`src/rtl/loader_pkg.sv`:
```
// Shared types for the UART program-image loader: FSM state encoding,
// default frame marker and the running checksum helper.
package loader_pkg;

    typedef enum logic [2:0] {
        IDLE,
        SYNC,
        LEN0,
        LEN1,
        BYTES,
        CHECK,
        DONE,
        ERR
    } state_e;

    localparam logic [7:0] DEF_SYNC_BYTE = 8'hA5;

    // Modulo-256 running sum used for the frame checksum.
    function automatic logic [7:0] chk_add(input logic [7:0] acc, input logic [7:0] b);
        return acc + b;
    endfunction

endpackage

```
`src/rtl/imem_uart_loader_if.sv`:
```
// Byte-in / word-out bus of the loader: UART receive strobe on one side,
// instruction-memory write port on the other.
interface imem_uart_loader_if #(
    parameter int unsigned ADDR_W = 32
);
    logic [7:0]        rx_data;
    logic              rx_valid;
    logic [3:0]        imem_we;
    logic [ADDR_W-1:0] imem_waddr;
    logic [31:0]       imem_wdata;

    // Loader side: consumes UART bytes, produces memory writes.
    modport master (
        input  rx_data,
        input  rx_valid,
        output imem_we,
        output imem_waddr,
        output imem_wdata
    );

    // Environment side: UART receiver and instruction memory.
    modport slave (
        output rx_data,
        output rx_valid,
        input  imem_we,
        input  imem_waddr,
        input  imem_wdata
    );
endinterface

```
`src/rtl/byte_word_packer.sv`:
```
// Packs frame body bytes LSB-first into 32-bit words and keeps the
// modulo-256 checksum of every byte packed since the last clear.
module byte_word_packer
    import loader_pkg::*;
(
    input  logic        clk,
    input  logic        rst,
    input  logic        clr_i,
    input  logic        vld_i,
    input  logic [7:0]  byte_i,
    output logic        word_done_o,
    output logic [31:0] word_o,
    output logic [7:0]  chksum_o
);

    logic [1:0]  idx_q, idx_d;
    logic [23:0] shreg_q, shreg_d;
    logic [7:0]  sum_q, sum_d;

    // Next byte slot, partial word and checksum; clear wins over a byte.
    always_comb begin
        idx_d   = idx_q;
        shreg_d = shreg_q;
        sum_d   = sum_q;
        if (clr_i) begin
            idx_d   = '0;
            shreg_d = '0;
            sum_d   = '0;
        end else if (vld_i) begin
            // Index wraps from 3 back to 0, starting the next word.
            idx_d = idx_q + 2'd1;
            sum_d = chk_add(sum_q, byte_i);
            case (idx_q)
                2'd0:    shreg_d[7:0]   = byte_i;
                2'd1:    shreg_d[15:8]  = byte_i;
                2'd2:    shreg_d[23:16] = byte_i;
                default: shreg_d        = shreg_q;
            endcase
        end
    end

    // Packer state registers.
    always_ff @(posedge clk or posedge rst) begin
        if (rst) begin
            idx_q   <= '0;
            shreg_q <= '0;
            sum_q   <= '0;
        end else begin
            idx_q   <= idx_d;
            shreg_q <= shreg_d;
            sum_q   <= sum_d;
        end
    end

    // The fourth byte completes the word in the same cycle it arrives, so the
    // top level can register the write one cycle after that strobe.
    assign word_done_o = vld_i & ~clr_i & (idx_q == 2'd3);
    assign word_o      = {byte_i, shreg_q};
    assign chksum_o    = sum_q;

endmodule

```
`src/rtl/imem_uart_loader.sv`:
```
// Frames UART bytes into a program image and writes it word-by-word into
// instruction memory, holding fetch in restart for the whole load.
module imem_uart_loader
    import loader_pkg::*;
#(
    parameter int unsigned ADDR_W      = 32,
    parameter int unsigned MAX_WORDS   = 4096,
    parameter logic [7:0]  SYNC_BYTE   = DEF_SYNC_BYTE,
    parameter int unsigned TIMEOUT_CYC = 1_000_000
) (
    input  logic                clk,
    input  logic                Rst,
    input  logic                prog_req,
    imem_uart_loader_if.master  bus,
    output logic                memcon_prog_ena,
    output logic                state_load_prog,
    output logic                load_done,
    output logic                load_err
);

    localparam logic [31:0] TMO_LAST = 32'(TIMEOUT_CYC - 1);

    state_e            state_q, state_d;
    logic              prog_prev_q;
    logic [15:0]       len_q, len_d;
    logic [15:0]       widx_q, widx_d;
    logic [31:0]       tmo_q, tmo_d;
    logic              memcon_q, memcon_d;
    logic              done_q, done_d;
    logic              err_q, err_d;
    logic [3:0]        we_q, we_d;
    logic [ADDR_W-1:0] waddr_q, waddr_d;
    logic [31:0]       wdata_q, wdata_d;

    logic              rx_valid;
    logic [7:0]        rx_data;
    logic              prog_rise;
    logic [15:0]       len_full;
    logic              last_word;
    logic              tmo_hit;
    logic              frame_active;
    logic              pk_clr;
    logic              pk_vld;
    logic              word_done;
    logic [31:0]       pk_word;
    logic [7:0]        pk_sum;

    assign rx_valid     = bus.rx_valid;
    assign rx_data      = bus.rx_data;
    // Only a fresh request starts a load; a level left high after a frame does not.
    assign prog_rise    = prog_req & ~prog_prev_q;
    assign len_full     = {rx_data, len_q[7:0]};
    assign last_word    = (widx_q == (len_q - 16'd1));
    assign tmo_hit      = (tmo_q == TMO_LAST);
    assign frame_active = (state_q == LEN0) || (state_q == LEN1) ||
                          (state_q == BYTES) || (state_q == CHECK);
    assign pk_clr       = (state_q == LEN1);
    assign pk_vld       = (state_q == BYTES) && rx_valid;

    byte_word_packer u_packer (
        .clk         (clk),
        .rst         (Rst),
        .clr_i       (pk_clr),
        .vld_i       (pk_vld),
        .byte_i      (rx_data),
        .word_done_o (word_done),
        .word_o      (pk_word),
        .chksum_o    (pk_sum)
    );

    // FSM state register.
    always_ff @(posedge clk or posedge Rst) begin
        if (Rst) begin
            state_q <= IDLE;
        end else begin
            state_q <= state_d;
        end
    end

    // FSM next state: a received byte always takes priority over the timeout.
    always_comb begin
        state_d = state_q;
        case (state_q)
            IDLE: begin
                if (prog_rise) state_d = SYNC;
            end
            SYNC: begin
                if (!prog_req)                              state_d = IDLE;
                else if (rx_valid && (rx_data == SYNC_BYTE)) state_d = LEN0;
            end
            LEN0: begin
                if (rx_valid)     state_d = LEN1;
                else if (tmo_hit) state_d = ERR;
            end
            LEN1: begin
                if (rx_valid) begin
                    if (32'(len_full) > MAX_WORDS) state_d = ERR;
                    else if (len_full == 16'd0)    state_d = CHECK;
                    else                           state_d = BYTES;
                end else if (tmo_hit) begin
                    state_d = ERR;
                end
            end
            BYTES: begin
                if (word_done && last_word)  state_d = CHECK;
                else if (!rx_valid && tmo_hit) state_d = ERR;
            end
            CHECK: begin
                if (rx_valid)     state_d = (rx_data == pk_sum) ? DONE : ERR;
                else if (tmo_hit) state_d = ERR;
            end
            DONE:    state_d = IDLE;
            ERR:     state_d = IDLE;
            default: state_d = IDLE;
        endcase
    end

    // Datapath next state: length capture, timeout, write register, status flags.
    always_comb begin
        len_d    = len_q;
        widx_d   = widx_q;
        tmo_d    = '0;
        memcon_d = memcon_q;
        done_d   = done_q;
        err_d    = err_q;
        we_d     = 4'h0;
        waddr_d  = waddr_q;
        wdata_d  = wdata_q;

        // Idle-byte counter only runs inside a frame; any byte restarts it.
        if (frame_active && !rx_valid) tmo_d = tmo_q + 32'd1;

        if ((state_q == LEN0) && rx_valid) len_d[7:0] = rx_data;
        if ((state_q == LEN1) && rx_valid) begin
            len_d  = len_full;
            widx_d = '0;
        end

        // Completed word is written exactly once, on the cycle after its last byte.
        if (word_done) begin
            we_d    = 4'hF;
            waddr_d = ADDR_W'({widx_q, 2'b00});
            wdata_d = pk_word;
            widx_d  = widx_q + 16'd1;
        end

        if ((state_q == IDLE) && (state_d == SYNC)) begin
            memcon_d = 1'b1;
            done_d   = 1'b0;
            err_d    = 1'b0;
        end
        if ((state_q != IDLE) && (state_d == IDLE)) memcon_d = 1'b0;
        if ((state_q != DONE) && (state_d == DONE)) done_d   = 1'b1;
        if ((state_q != ERR)  && (state_d == ERR))  err_d    = 1'b1;
    end

    // Datapath and status registers; reset drops any pending write immediately.
    always_ff @(posedge clk or posedge Rst) begin
        if (Rst) begin
            prog_prev_q <= 1'b0;
            len_q       <= '0;
            widx_q      <= '0;
            tmo_q       <= '0;
            memcon_q    <= 1'b0;
            done_q      <= 1'b0;
            err_q       <= 1'b0;
            we_q        <= 4'h0;
            waddr_q     <= '0;
            wdata_q     <= '0;
        end else begin
            prog_prev_q <= prog_req;
            len_q       <= len_d;
            widx_q      <= widx_d;
            tmo_q       <= tmo_d;
            memcon_q    <= memcon_d;
            done_q      <= done_d;
            err_q       <= err_d;
            we_q        <= we_d;
            waddr_q     <= waddr_d;
            wdata_q     <= wdata_d;
        end
    end

    assign bus.imem_we      = we_q;
    assign bus.imem_waddr   = waddr_q;
    assign bus.imem_wdata   = wdata_q;
    assign memcon_prog_ena  = memcon_q;
    assign state_load_prog  = (state_q == BYTES) || (state_q == CHECK);
    assign load_done        = done_q;
    assign load_err         = err_q;

endmodule

```
`src/flat_wrapper.sv`:
```
// flat-port wrapper written by rule: the top's interface ports become plain ports
module imem_uart_loader_flat import loader_pkg::*;
#(
    parameter int unsigned ADDR_W      = 32,
    parameter int unsigned MAX_WORDS   = 4096,
    parameter logic [7:0]  SYNC_BYTE   = DEF_SYNC_BYTE,
    parameter int unsigned TIMEOUT_CYC = 1_000_000
)
  (clk, Rst, prog_req, memcon_prog_ena, state_load_prog, load_done, load_err, bus_rx_data, bus_rx_valid, bus_imem_we, bus_imem_waddr, bus_imem_wdata);
  imem_uart_loader_if #(.ADDR_W(ADDR_W)) bus_i ();
  input  logic clk;
  input  logic Rst;
  input  logic prog_req;
  output logic memcon_prog_ena;
  output logic state_load_prog;
  output logic load_done;
  output logic load_err;
  input wire logic [$bits(bus_i.rx_data)-1:0] bus_rx_data;
  input wire logic [$bits(bus_i.rx_valid)-1:0] bus_rx_valid;
  output wire logic [$bits(bus_i.imem_we)-1:0] bus_imem_we;
  output wire logic [$bits(bus_i.imem_waddr)-1:0] bus_imem_waddr;
  output wire logic [$bits(bus_i.imem_wdata)-1:0] bus_imem_wdata;
  assign bus_i.rx_data = bus_rx_data;
  assign bus_i.rx_valid = bus_rx_valid;
  assign bus_imem_we = bus_i.imem_we;
  assign bus_imem_waddr = bus_i.imem_waddr;
  assign bus_imem_wdata = bus_i.imem_wdata;
  imem_uart_loader #(.ADDR_W(ADDR_W), .MAX_WORDS(MAX_WORDS), .SYNC_BYTE(SYNC_BYTE), .TIMEOUT_CYC(TIMEOUT_CYC)) u_core (.clk(clk), .Rst(Rst), .prog_req(prog_req), .bus(bus_i), .memcon_prog_ena(memcon_prog_ena), .state_load_prog(state_load_prog), .load_done(load_done), .load_err(load_err));
endmodule
```
`config.mk`:
```
export PLATFORM = sky130hd
export DESIGN_NAME = imem_uart_loader_flat
export DESIGN_NICKNAME = d
export VERILOG_FILES = /design/src/rtl/loader_pkg.sv /design/src/rtl/imem_uart_loader_if.sv /design/src/rtl/byte_word_packer.sv /design/src/rtl/imem_uart_loader.sv /design/src/flat_wrapper.sv
export SDC_FILE = /design/constraint.sdc
export NUM_CORES = 1
export LEC_CHECK = 0
export CAP_MARGIN = 15
export CORE_MARGIN = 3
export CORE_UTILIZATION = 57
export CTS_CLUSTER_DIAMETER = 100
export DETAILED_ROUTE_END_ITERATION = 10
export HOLD_SLACK_MARGIN = 0.05
export PLACE_DENSITY = 0.82
export SETUP_SLACK_MARGIN = 0.5
export SYNTH_ARGS = -nofsm -noshare
export SYNTH_HDL_FRONTEND = slang
export SYNTH_HIERARCHICAL = 1
export SYNTH_SLANG_ARGS = --single-unit
export TNS_END_PERCENT = 100
```
`constraint.sdc`:
```
create_clock -name clk -period 5.8 [get_ports clk]
set_clock_uncertainty 0.2 [all_clocks]
set_input_delay 1.16 -clock clk [delete_from_list [all_inputs] [get_ports clk]]
set_output_delay 1.16 -clock clk [all_outputs]
set_load 0.01 [all_outputs]
```
## Word-level counts from Yosys, hierarchy flattened

Cells that the tools add are included.

- Add/sub/neg operators: 5
- Order comparisons: 1
- Equality and inequality tests: 19
- Mux-type cells: 31
- Bitwise operators: 6
- Reduce and logical (&&, ||, !) cells: 34

Operator list:

| operator | count |
|---|---|
| $mux 24 | 2 |
| $mux 8 | 5 |
| $add 32x1->32 const B | 1 |
| $eq 32x20->1 const B | 1 |
| $mux 16 | 2 |
| $mux 32 | 1 |
| $mux 3 | 10 |
| $pmux 3 s7 | 1 |
| $eq 3x3->1 const B | 6 |
| $add 16x1->16 const B | 1 |
| $eq 16x16->1 | 1 |
| $gt 16x13->1 const B | 1 |
| $logic_not 16->1 | 1 |
| $reduce_bool 2->1 | 8 |
| $sub 16x1->16 const B | 1 |
| $logic_and 1x1->1 | 11 |
| $add 8x8->8 | 1 |
| $eq 8x8->1 | 1 |
| $eq 8x8->1 const B | 1 |
| $reduce_and 2->1 | 4 |
| $mux 1 | 7 |
| $eq 3x1->1 const B | 2 |
| $eq 3x2->1 const B | 2 |
| $logic_not 3->1 | 2 |
| other kinds (13) | 23 |

- Register bits after elaboration: 157
- Input port bits: 12
- Output and inout port bits: 72

## Logic depth before layout (Yosys ltp)

Gate-level depths: netlist of the first run.

- Depth in word-level cells: 11
- Mapped depth: 17

## Hierarchy

The synthesis of the first run kept the hierarchy.

By module, submodules not included:

| module | times used | cells each | area each (sq um) | seq. area each (sq um) |
|---|---|---|---|---|
| imem_uart_loader | 1 | 544 | 5931.9 | 3002.9 |
| byte_word_packer | 1 | 197 | 1829.3 | 850.8 |

## Least setup slack after synthesis of the first run

Ideal clock, no wire load.

- Path type: in2reg
- Start point: in bus_rx_valid
- End point: reg u_core.done_q, in the netlist u_core/load_done
- Setup time: 122 ps
- Arrival time: 3803 ps
- Data required time: 5478 ps
- Slack: 1676 ps
- Cell stages on the path: 14
- Path buffers: 5
- Cells stage by stage: clkbuf_1 > and3_1 > buf_6 > buf_2 > buf_2 > nand2_1 > nor2_1 > clkbuf_1 > nand3_1 > nor4b_1 > nand4_1 > or4_1 > a41o_1 > a32o_1

- Longest elaborated chain between the ends: 9
- Elaborated cells between the ends (all ways): 21
- Those cells by class: 2 x eq/ne; 9 x mux; 2 x bitwise; 8 x reduce/logical

RTL lines:

| what | line | RTL |
|---|---|---|
| start, declared | flat_wrapper.sv:19 | `input wire logic [$bits(bus_i.rx_valid)-1:0] bus_rx_valid;` |
| $logic_and 1x1->1 (*) | imem_uart_loader.sv:58 | `assign pk_vld = (state_q == BYTES) && rx_valid;` |
| via u_core.pk_vld | imem_uart_loader.sv:43 | `logic pk_vld;` |
| $and 1x1->1 (*) (2 in a row) | byte_word_packer.sv:57 | `assign word_done_o = vld_i & ~clr_i & (idx_q == 2'd3);` |
| via u_core.word_done | imem_uart_loader.sv:44 | `logic word_done;` |
| $logic_and 1x1->1 (*) | imem_uart_loader.sv:105 | `if (word_done && last_word) state_d = CHECK;` |
| $mux 3 (*) | imem_uart_loader.sv:105 |  |
| $pmux 3 s7 (*) | imem_uart_loader.sv:83 | `case (state_q)` |
| via u_core.state_d[1] | imem_uart_loader.sv:23 | `state_e state_q, state_d;` |
| $eq 3x3->1 or $eq 3x1->1 (tied branches) | imem_uart_loader.sv:153, imem_uart_loader.sv:147 |  |
| $logic_and 1x1->1, on equally long branches | imem_uart_loader.sv:153, imem_uart_loader.sv:147 |  |
| $mux 1 or $reduce_bool 2->1 (tied branches) | - |  |
| end signal, assigned | imem_uart_loader.sv:176 | `done_q <= done_d;` |
| end, declared | imem_uart_loader.sv:29 | `logic done_q, done_d;` |

The timed path passes the listed nets; every way through them passes the cells marked *.
A chain may end at the register's enable or synchronous reset.

## Final worst setup path of the first run

- Start point: in bus_rx_valid
- End point: reg u_core.widx_q[13]

- Longest elaborated chain between the ends: 4
- Elaborated cells between the ends (all ways): 6
- Those cells by class: 1 x mux; 2 x bitwise; 3 x reduce/logical

RTL lines:

| what | line | RTL |
|---|---|---|
| $logic_and 1x1->1 (*) | imem_uart_loader.sv:58 |  |
| via u_core.pk_vld | imem_uart_loader.sv:43 |  |
| $and 1x1->1 (*) (2 in a row) | byte_word_packer.sv:57 |  |
| via u_core.word_done | imem_uart_loader.sv:44 |  |
| $mux 16 or $reduce_bool 2->1 (tied branches) | - |  |
| end signal, assigned | imem_uart_loader.sv:173 | `widx_q <= widx_d;` |
| end, declared | imem_uart_loader.sv:26 | `logic [15:0] widx_q, widx_d;` |

Marks and branches as above.

==> impl_metrics.tcl, run 1 <==
set metrics [dict create \
    run_status "completed" \
    dp_hpwl_um 11200 \
    postSynth.asyncResetShare_pct 100 \
    floorplan.die.width_um 123 \
    gr-usage-all-layers_pct 23.1 \
    numClockSinks 154 \
    crit_arrival_ps 3990 \
    power_mw 3.51 \
    remaining_drc_errors 0 \
    grt_first_pass_wirelength_um 27300 \
    timing_worst_slew_pin_value_ps 976 \
    tritoncts "built" \
    final_min_period_over_clock_period_pct 67.2 \
    worstSetupStartpointType "primary input" \
    max_clock_freq_mhz 256 \
    place_congestion 0.896 \
    num_rows 42 \
    design.final.nets 816 \
    final_layout_size_suffix_gt1_share_pct 14.2 \
    power.internal_mw 2.36 \
    placedInstanceArea_sq_um 8420 \
    route.vias.total 5744 \
    flow.area_growth_from_synthesis_pct 15.8 \
    end_kind "register" \
    synth.area.top_cells "sky130_fd_sc_hd__dfrtp_1 50%, sky130_fd_sc_hd__mux2_2 9.0%, sky130_fd_sc_hd__xor2_1 3.4%, sky130_fd_sc_hd__nand3_1 3.3%, sky130_fd_sc_hd__xnor2_1 3.3%" \
    p_seq_share_pct 42.5 \
    netlist_area_sq_um 7760 \
    maxSlewHeadroom_pct 34.9 \
    path_max_fanout 61 \
    timing.max_cap.violations 0 \
    pin_count_of_the_biggest_net_entering_global_routing 75 \
    number_of_global_route_vias_before_repair 5645 \
    io_buffers 67 \
    worst_setup_hold_path_clk_slew_ps 60 \
    cts-htree-levels 4 \
    required_ps 5890 \
    clock_tree.buffer_depth 2 \
    finalWirelength_um 16500 \
    yosys_register_bits 154 \
    synth_edf_count 0 \
    grt_setup_unrepaired "false" \
    netSwitchingFraction_pct 32.9 \
    netlist-cell-type-count 67 \
    powerDensity_nw_per_um2 391 \
    ys_warn_count 6 \
    cts-buffers-inserted 17 \
    total_leakage_power_nw 3.90 \
    hold_viol_final 0 \
    num_antenna_cells 0 \
    ir_worst_vdd_mv 0.214 \
    setup_slack_ps 1900 \
    drv_slew 0 \
    synthesis.instances 741 \
    final.fill_count 976 \
    core_sq_um 13300 \
    insertion_delay_ps 420 \
    ant_nets 0 \
    initial_utilization_pct 58.4 \
    synth_seq_area_share_pct 49.7 \
    i_o_pin_count 84 \
    finalInstanceArea_sq_um 8990 \
    synthDominantCellAreaShare_pct 49.7 \
    synthFlopType "sky130_fd_sc_hd__dfrtp_1" \
    share_comb_of_total_power_pct 27.8 \
    drt-vias-per-instance 5.87 \
    post_synth.cell_area_avg_sq_um 10.5 \
    globalRouteOverflowTotal 0 \
    antenna_found_initial 0 \
    timing.final.crit_period_ps 3900 \
    p_clk_share_pct 29.7 \
    violation_count_after_the_first_detailed_routing_iteration 462 \
    cts-hold-fix-buffers 0 \
    clk_root_buffer_cell "sky130_fd_sc_hd__clkbuf_16" \
    dp_slack_ps 1470 \
    cts_resized 0 \
    wire_per_inst_um 16.8 \
    setup_tns_ps 0 \
    fp.dieH_um 123 \
    setup_viol 0 \
    synth_area_leader_cell "sky130_fd_sc_hd__dfrtp_1" \
    hold_path_class "register to register" \
    cts_setup_buffers 0 \
    die-area_sq_um 15100 \
    drt_pre_antenna_iters 5 \
    switching_power_mw 1.15 \
    critPathKind "primary input to register" \
]
worst max-delay path, cell delays in order:
cell                              delay (ps)
sky130_fd_sc_hd__clkdlybuf4s50_1         690
sky130_fd_sc_hd__and3_1                  250
sky130_fd_sc_hd__nand2_1                  90
sky130_fd_sc_hd__nor2_4                   90
sky130_fd_sc_hd__buf_4                   550
sky130_fd_sc_hd__and3_1                  260
sky130_fd_sc_hd__nand4_1                 140
sky130_fd_sc_hd__nor2_1                  190
sky130_fd_sc_hd__and2_1                  230
sky130_fd_sc_hd__nand3_1                 120
sky130_fd_sc_hd__nand3_1                 100
sky130_fd_sc_hd__o21ai_0                  80
synthesized netlist by cell type (all sizes together) (5+ instances only):
library cell / count
a21oi: 34
nor3: 13
mux2i: 11
nand3: 51
o21ai: 24
or4: 5
clkbuf: 25
nor4: 13
inv: 16
dfrtp: 154
xnor2: 29
nor2: 51
buf: 34
ha: 14
or3: 8
nor2b: 8
nand4: 12
or2: 7
xor2: 30
mux2: 62
nand2: 66
power by group through the flow:
stage	clock network (mW)	registers [mW]	logic, mW
2_1_floorplan	0	1.46	0.698
3_3_place_gp	0	1.50	0.917
3_5_place_dp	0	1.51	0.960
4_1_cts	1.06	1.49	0.969
5_1_grt	1.12	1.52	1.07
6_report	1.04	1.49	0.975
registers in the layout (all words and copies together) (netlist names):
| signal | count |
|---|---|
| u_core/bus.imem_waddr | 16 |
| u_core/bus.imem_wdata | 32 |
| u_core/bus.imem_we | 1 |
| u_core/len_q | 16 |
| u_core/load_done | 1 |
| u_core/load_err | 1 |
| u_core/memcon_prog_ena | 1 |
| u_core/prog_prev_q | 1 |
| u_core/state_q | 3 |
| u_core/tmo_q | 32 |
| u_core/u_packer/chksum_o | 8 |
| u_core/u_packer/idx_q | 2 |
| u_core/u_packer/shreg_q | 24 |
| u_core/widx_q | 16 |
final cells by class:
cell class                      instances  area, sq um  share of cell area, %
Timing Repair Buffer                   73          716                   7.96
Multi-Input combinational cell        527         3570                   39.7
Sequential cell                       154         3850                   42.9
Tap cell                              176          220                   2.45
Inverter                               16         62.6                  0.696
Clock buffer                           20          467                   5.19
Clock inverter                         12         97.6                   1.09
cells in the final DEF (no fill, tap or decap), drive strengths merged, types with 5 or more instances in the layout:
master / count
or2: 7
ha: 14
conb: 16
nand4: 12
clkinv: 8
a21oi: 34
mux2i: 11
nor3: 13
nor2b: 8
clkdlybuf4s50: 67
xor2: 30
o21ai: 24
nor4: 13
or3: 8
clkbuf: 20
buf: 6
dfrtp: 154
nand3: 51
nand2: 66
nor2: 51
or4: 5
xnor2: 29
inv: 17
mux2: 62
routing by layer:
metal  vias to the layer above  GRT usage (%)  part of all wire (%)
li1                       2682              -                     -
met1                      2849           29.9                    44
met2                       181           37.4                    49
met3                        32           5.71                   5.1
met4                         0           8.89                   2.0
met5                         -              0                     0
per-stage QoR:
step,hold WS (ps),std cells,utilization [%]
6_report,292,978,67.6
5_1_grt,318,978,67.6
4_1_cts,292,978,67.6
3_5_place_dp,292,946,63.4
3_3_place_gp,269,946,63.4
2_1_floorplan,255,756,-
kinds of logic (layout without fill, tap and decap cells):
family | count (synthesis) | count (layout) | synth area share (%)
multiplexers | 73 | 73 | 10.4
AND/OR/NAND/NOR | 264 | 264 | 17.3
AO/OA/AOI/OAI | 100 | 100 | 8.21
buffers and inverters | 75 | 121 | 5.17
other | 1 | 16 | 0.0483
flip-flops | 154 | 154 | 49.7
adder cells (fa/ha/maj) | 15 | 15 | 2.51
XOR/XNOR | 59 | 59 | 6.66
path summary, 6_finish.rpt:
path                                  from                           to  slack (ps)  cells after the start
setup / recovery              bus_rx_valid            u_core/widx_q[13]        1900                     12
hold / removal             u_core/tmo_q[0]              u_core/tmo_q[0]         290                      1
setup reg to reg           u_core/len_q[0]             u_core/load_done        2230                      9
hold reg to reg            u_core/tmo_q[0]              u_core/tmo_q[0]         290                      1
max in group asynchronous              Rst             u_core/tmo_q[30]        3610                      3
min in group asynchronous              Rst  u_core/u_packer/shreg_q[17]        1020                      3
Power figures use the tool's default switching activity.
==> inputs of run 2 (changes only) <==
Clock period 5.8 ns to 4.1 ns, I/O delays scaled along.
==> impl_metrics.tcl, run 2 (same netlist as run 1, synthesis figures left out) <==
set metrics [dict create \
    run_status "completed" \
    numClockSinks 154 \
    wire_per_inst_um 17.2 \
    antenna_found_initial 0 \
    global_route.usage.met2_pct 39.0 \
    layout.core_utilization_pct 68.4 \
    io_buffers 67 \
    powerDensity_nw_per_um2 556 \
    mostFrequentLayoutCells "153 x sky130_fd_sc_hd__dfrtp_1, 67 x sky130_fd_sc_hd__clkdlybuf4s50_1, 66 x sky130_fd_sc_hd__nand2_1" \
    timing.final.crit_period_ps 3470 \
    p_seq_share_pct 42.2 \
    num_antenna_cells 0 \
    initial_utilization_pct 58.4 \
    place_congestion 0.948 \
    timing.max_cap.violations 0 \
    fp.dieH_um 123 \
    timing_worst_slew_pin_value_ps 964 \
    critPathKind "register to register" \
    violation_count_after_the_first_detailed_routing_iteration 471 \
    drt_pre_antenna_iters 5 \
    share_comb_of_total_power_pct 27.4 \
    insertion_delay_ps 420 \
    finalNonFillerCells 985 \
    tritoncts "built" \
    met1_usage_pct 32.4 \
    dp_hpwl_um 11700 \
    gr-usage-all-layers_pct 24.1 \
    grt_first_pass_wirelength_um 28600 \
    finalWirelength_um 16900 \
    flow.area_growth_from_synthesis_pct 17.1 \
    core_sq_um 13300 \
    final.fill_count 997 \
    clk_root_buffer_cell "sky130_fd_sc_hd__clkbuf_16" \
    globalRouteOverflowTotal 0 \
    power_mw 5.06 \
    floorplan.die.width_um 123 \
    total_leakage_power_nw 3.94 \
    die-area_sq_um 15100 \
    drt-vias-per-instance 5.93 \
    p_clk_share_pct 30.4 \
    placedCellCount 955 \
    num_rows 42 \
    hold_path_class "register to register" \
    end_kind "register" \
    path_max_fanout 6 \
    crit_arrival_ps 3570 \
    grt_most_used_layer "met2" \
    worstHoldPathCells 1 \
    final_layout_size_suffix_gt1_share_pct 15.2 \
    required_ps 4210 \
    clock_tree.buffer_depth 2 \
    remaining_drc_errors 0 \
    grt_setup_unrepaired "false" \
    global_routing_met3_resource_utilization_pct 4.93 \
    cts-htree-levels 4 \
    pin_count_of_the_biggest_net_entering_global_routing 57 \
    setup_viol 0 \
    setup_tns_ps 0 \
    r2r.worst_path.cells 9 \
    ir_worst_vdd_mv 0.346 \
    final.hold.worst_slack_ps 291 \
    cts-buffers-inserted 17 \
    power.internal_mw 3.40 \
    hold_viol_final 0 \
    layout.cells.most_common "sky130_fd_sc_hd__dfrtp_1" \
    drv_slew 0 \
    ant_nets 0 \
    i_o_pin_count 84 \
    maxSlewHeadroom_pct 35.7 \
    netSwitchingFraction_pct 32.8 \
    worstSetupStartpointType "register" \
    number_of_global_route_vias_before_repair 5785 \
    worst_setup_hold_path_clk_slew_ps 60 \
    design.final.nets 825 \
    switching_power_mw 1.66 \
    max_clock_freq_mhz 288 \
    final_min_period_over_clock_period_pct 84.6 \
    route.vias.total 5841 \
]
==> run 2: path summary, 6_finish.rpt <==
path,from,endpoint,slack [ps]
setup / recovery,u_core/len_q[0],u_core/load_done,630
hold / removal,u_core/tmo_q[0],u_core/tmo_q[0],290
setup reg to reg,u_core/len_q[0],u_core/load_done,630
hold reg to reg,u_core/tmo_q[0],u_core/tmo_q[0],290
max in group asynchronous,Rst,u_core/tmo_q[30],2170
min in group asynchronous,Rst,u_core/u_packer/shreg_q[17],690
==> run 2: stage by stage <==
| step | cell area (sq um) | worst slack, ps |
|---|---|---|
| after floorplan | 7830 | 513 |
| after global placement | 8510 | 646 |
| after detailed placement | 8510 | 563 |
| after CTS | 9080 | 544 |
| after global routing | 9090 | 504 |
| final | 9090 | 633 |
==> run 2: final cells by class <==
class	instances	area (sq um)	area share [%]
flip-flops and latches	154	3850	42.4
clock inverters	10	119	1.31
clock buffers	20	457	5.02
multi-input cells	527	3580	39.4
inverters	16	63.8	0.702
repair buffers	82	796	8.76
well taps	176	220	2.42
==> run 2: power by group through the flow <==
stage | registers, mW | logic (mW) | clock network, mW
4_1_cts | 2.13 | 1.38 | 1.55
3_5_place_dp | 2.15 | 1.37 | 0
6_report | 2.13 | 1.39 | 1.54
5_1_grt | 2.18 | 1.54 | 1.61
2_1_floorplan | 2.07 | 0.988 | 0
3_3_place_gp | 2.13 | 1.31 | 0
==> run 2: critical path, cell delays in order (launching register included) <==
cell and delay [ps]:
sky130_fd_sc_hd__dfrtp_2 440, sky130_fd_sc_hd__inv_1 100, sky130_fd_sc_hd__ha_2 220, sky130_fd_sc_hd__or4b_4 510, sky130_fd_sc_hd__or2_2 370, sky130_fd_sc_hd__a2111oi_2 360, sky130_fd_sc_hd__o22ai_1 170, sky130_fd_sc_hd__or4_1 490
sky130_fd_sc_hd__a41o_1 280, sky130_fd_sc_hd__a32o_1 220
==> run 2: per-layer routing <==
layer	wire, um	part of all wire (%)
met2	8470	50
met4	310	1.8
met1	7160	42
met3	1010	5.9
met5	0	0
==> run 2: timing repair <==
item / in CTS / in global routing
setup endpoints to repair: 0 / 2
gates resized for setup: 0 / 3
endpoints found under the hold margin: 0 / 0
hold buffers: 0 / 0
buffers inserted: 0 / 0
==> inputs of run 3 (changes only) <==
Settings changed: CORE_UTILIZATION 57 to 51, PLACE_DENSITY 0.82 to 0.78.
Clock period 4.1 ns to 2.99 ns, I/O delays scaled along.
==> impl_metrics.tcl, run 3 (same netlist as run 1, synthesis figures left out) <==
set metrics [dict create \
    tritoncts "built" \
    hold_path_class "register to register" \
    fp.dieH_um 129 \
    num_antenna_cells 0 \
    clock_tree.buffer_depth 2 \
    placedInstanceArea_sq_um 8900 \
    number_of_global_route_vias_before_repair 6196 \
    numClockSinks 154 \
    layout.core_utilization_pct 66.6 \
    finalWirelength_um 18700 \
    critical_path.cell_chain "or4_4 > or3_4 > buf_6 > a2bb2oi_2 > nand4_1 > or4_4 > a41o_1 > a32o_1" \
    failing_checks "negative setup slack" \
    path_max_fanout 3 \
    drv_slew 0 \
    cts-buffers-inserted 17 \
    crit_slowest_cell "sky130_fd_sc_hd__or4_4" \
    cts-hold-fix-buffers 0 \
    core_sq_um 14700 \
    powerDensity_nw_per_um2 766 \
    ir_worst_vdd_mv 0.437 \
    end_kind "register" \
    crit_arrival_ps 3190 \
    setup_viol 2 \
    mostFrequentLayoutCells "154 x sky130_fd_sc_hd__dfrtp_1, 68 x sky130_fd_sc_hd__buf_4, 65 x sky130_fd_sc_hd__nand2_1" \
    run_status "finished, violations left" \
    final_layout_size_suffix_gt1_share_pct 24.9 \
    finalInstanceArea_sq_um 9790 \
    gr-usage-all-layers_pct 23.6 \
    i_o_pin_count 84 \
    antenna_found_initial 0 \
    wire_per_inst_um 17.7 \
    drt-vias-per-instance 5.75 \
    globalRouteOverflowTotal 0 \
    setup_slack_ps -82.5 \
    drt_pre_antenna_iters 5 \
    initial_utilization_pct 52.8 \
    flow.area_growth_from_synthesis_pct 26.2 \
    clk_root_buffer_cell "sky130_fd_sc_hd__clkbuf_16" \
    place_congestion 0.886 \
    finalNonFillerCells 1053 \
    pin_count_of_the_biggest_net_entering_global_routing 85 \
    die-area_sq_um 16700 \
    required_ps 3100 \
    total_leakage_power_nw 4.32 \
    timing.max_cap.violations 0 \
    timing.final.crit_period_ps 3070 \
    dp_hpwl_um 12900 \
    dp_slack_ps -334 \
    grt_first_pass_wirelength_um 31100 \
    insertion_delay_ps 430 \
    floorplan.die.width_um 129 \
    violation_count_after_the_first_detailed_routing_iteration 366 \
    power_mw 7.50 \
    worst_setup_hold_path_clk_slew_ps 60 \
    route.vias.total 6053 \
    critPathKind "register to register" \
    ant_nets 0 \
    cts-htree-levels 4 \
    final.fill_count 1107 \
    design.final.nets 885 \
    remaining_drc_errors 0 \
    max_clock_freq_mhz 325 \
    num_rows 44 \
    grt_setup_unrepaired "true" \
    cpPeakStageDelay_ps 560 \
    placedCellCount 1008 \
    layout.cells.most_common "sky130_fd_sc_hd__dfrtp_1" \
    worstSetupStartpointType "register" \
    io_buffers 67 \
    final_min_period_over_clock_period_pct 103 \
    critical-path-top-cell-by-count "sky130_fd_sc_hd__or4_4" \
    hold_viol_final 0 \
]
[run 3: report_power, final]
group          switching [mW]  internal (mW)  total (mW)
Sequential              0.333           2.50        2.83
Clock                   0.845           1.33        2.17
Combinational            1.28           1.22        2.50
Total                    2.46           5.04        7.50
[run 3: final timing paths]
kind / from / to / depth (start not counted) / slack, ps
max: u_core/len_q[1] / u_core/load_err / 8 / -80
min: u_core/tmo_q[0] / u_core/tmo_q[0] / 1 / 290
max reg2reg: u_core/len_q[1] / u_core/load_err / 8 / -80
min reg2reg: u_core/tmo_q[0] / u_core/tmo_q[0] / 1 / 290
max in group asynchronous: Rst / u_core/bus.imem_waddr[2] / 3 / 1720
min in group asynchronous: Rst / u_core/u_packer/shreg_q[1] / 3 / 480
[run 3: what timing repair did]
item                       in CTS  in global routing
cloned                          0                  0
setup endpoints to repair      21                 27
buffers inserted               11                  4
resized for setup              32                 15
pin swaps                      16                 10
[run 3: cell type report]
cell class / count / area [sq um] / share of cell area (%)
clock buffers: 20 / 447 / 4.56
clock inverters: 10 / 145 / 1.48
inverters: 16 / 63.8 / 0.652
multi-input cells: 527 / 3780 / 38.6
flip-flops and latches: 154 / 3850 / 39.4
well taps: 184 / 230 / 2.35
repair buffers: 142 / 1270 / 13.0
[run 3: metal layers]
metal  routed length (um)  vias up  GRT usage (%)  part of all wire, %
met3                  847       36           4.95                  4.5
met1                 7850     3024           30.2                   42
li1                     -     2821              -                    -
met4                  419        0           7.91                  2.2
met5                    0        -              0                    0
met2                 9560      172           40.1                   51
[run 3: through the flow]
stage,TNS (ps),hold WS (ps)
floorplan,-240,255
global placement,-660,267
detailed placement,-964,284
CTS,-139,291
global route,-339,307
finish,-147,290
[run 3: critical path: cells and delay by family, from the launching register on]
| family | cells | cell delay, ps |
|---|---|---|
| compound gates | 3 | 620 |
| flops | 1 | 410 |
| buf+inv | 1 | 130 |
| simple gates | 4 | 1600 |
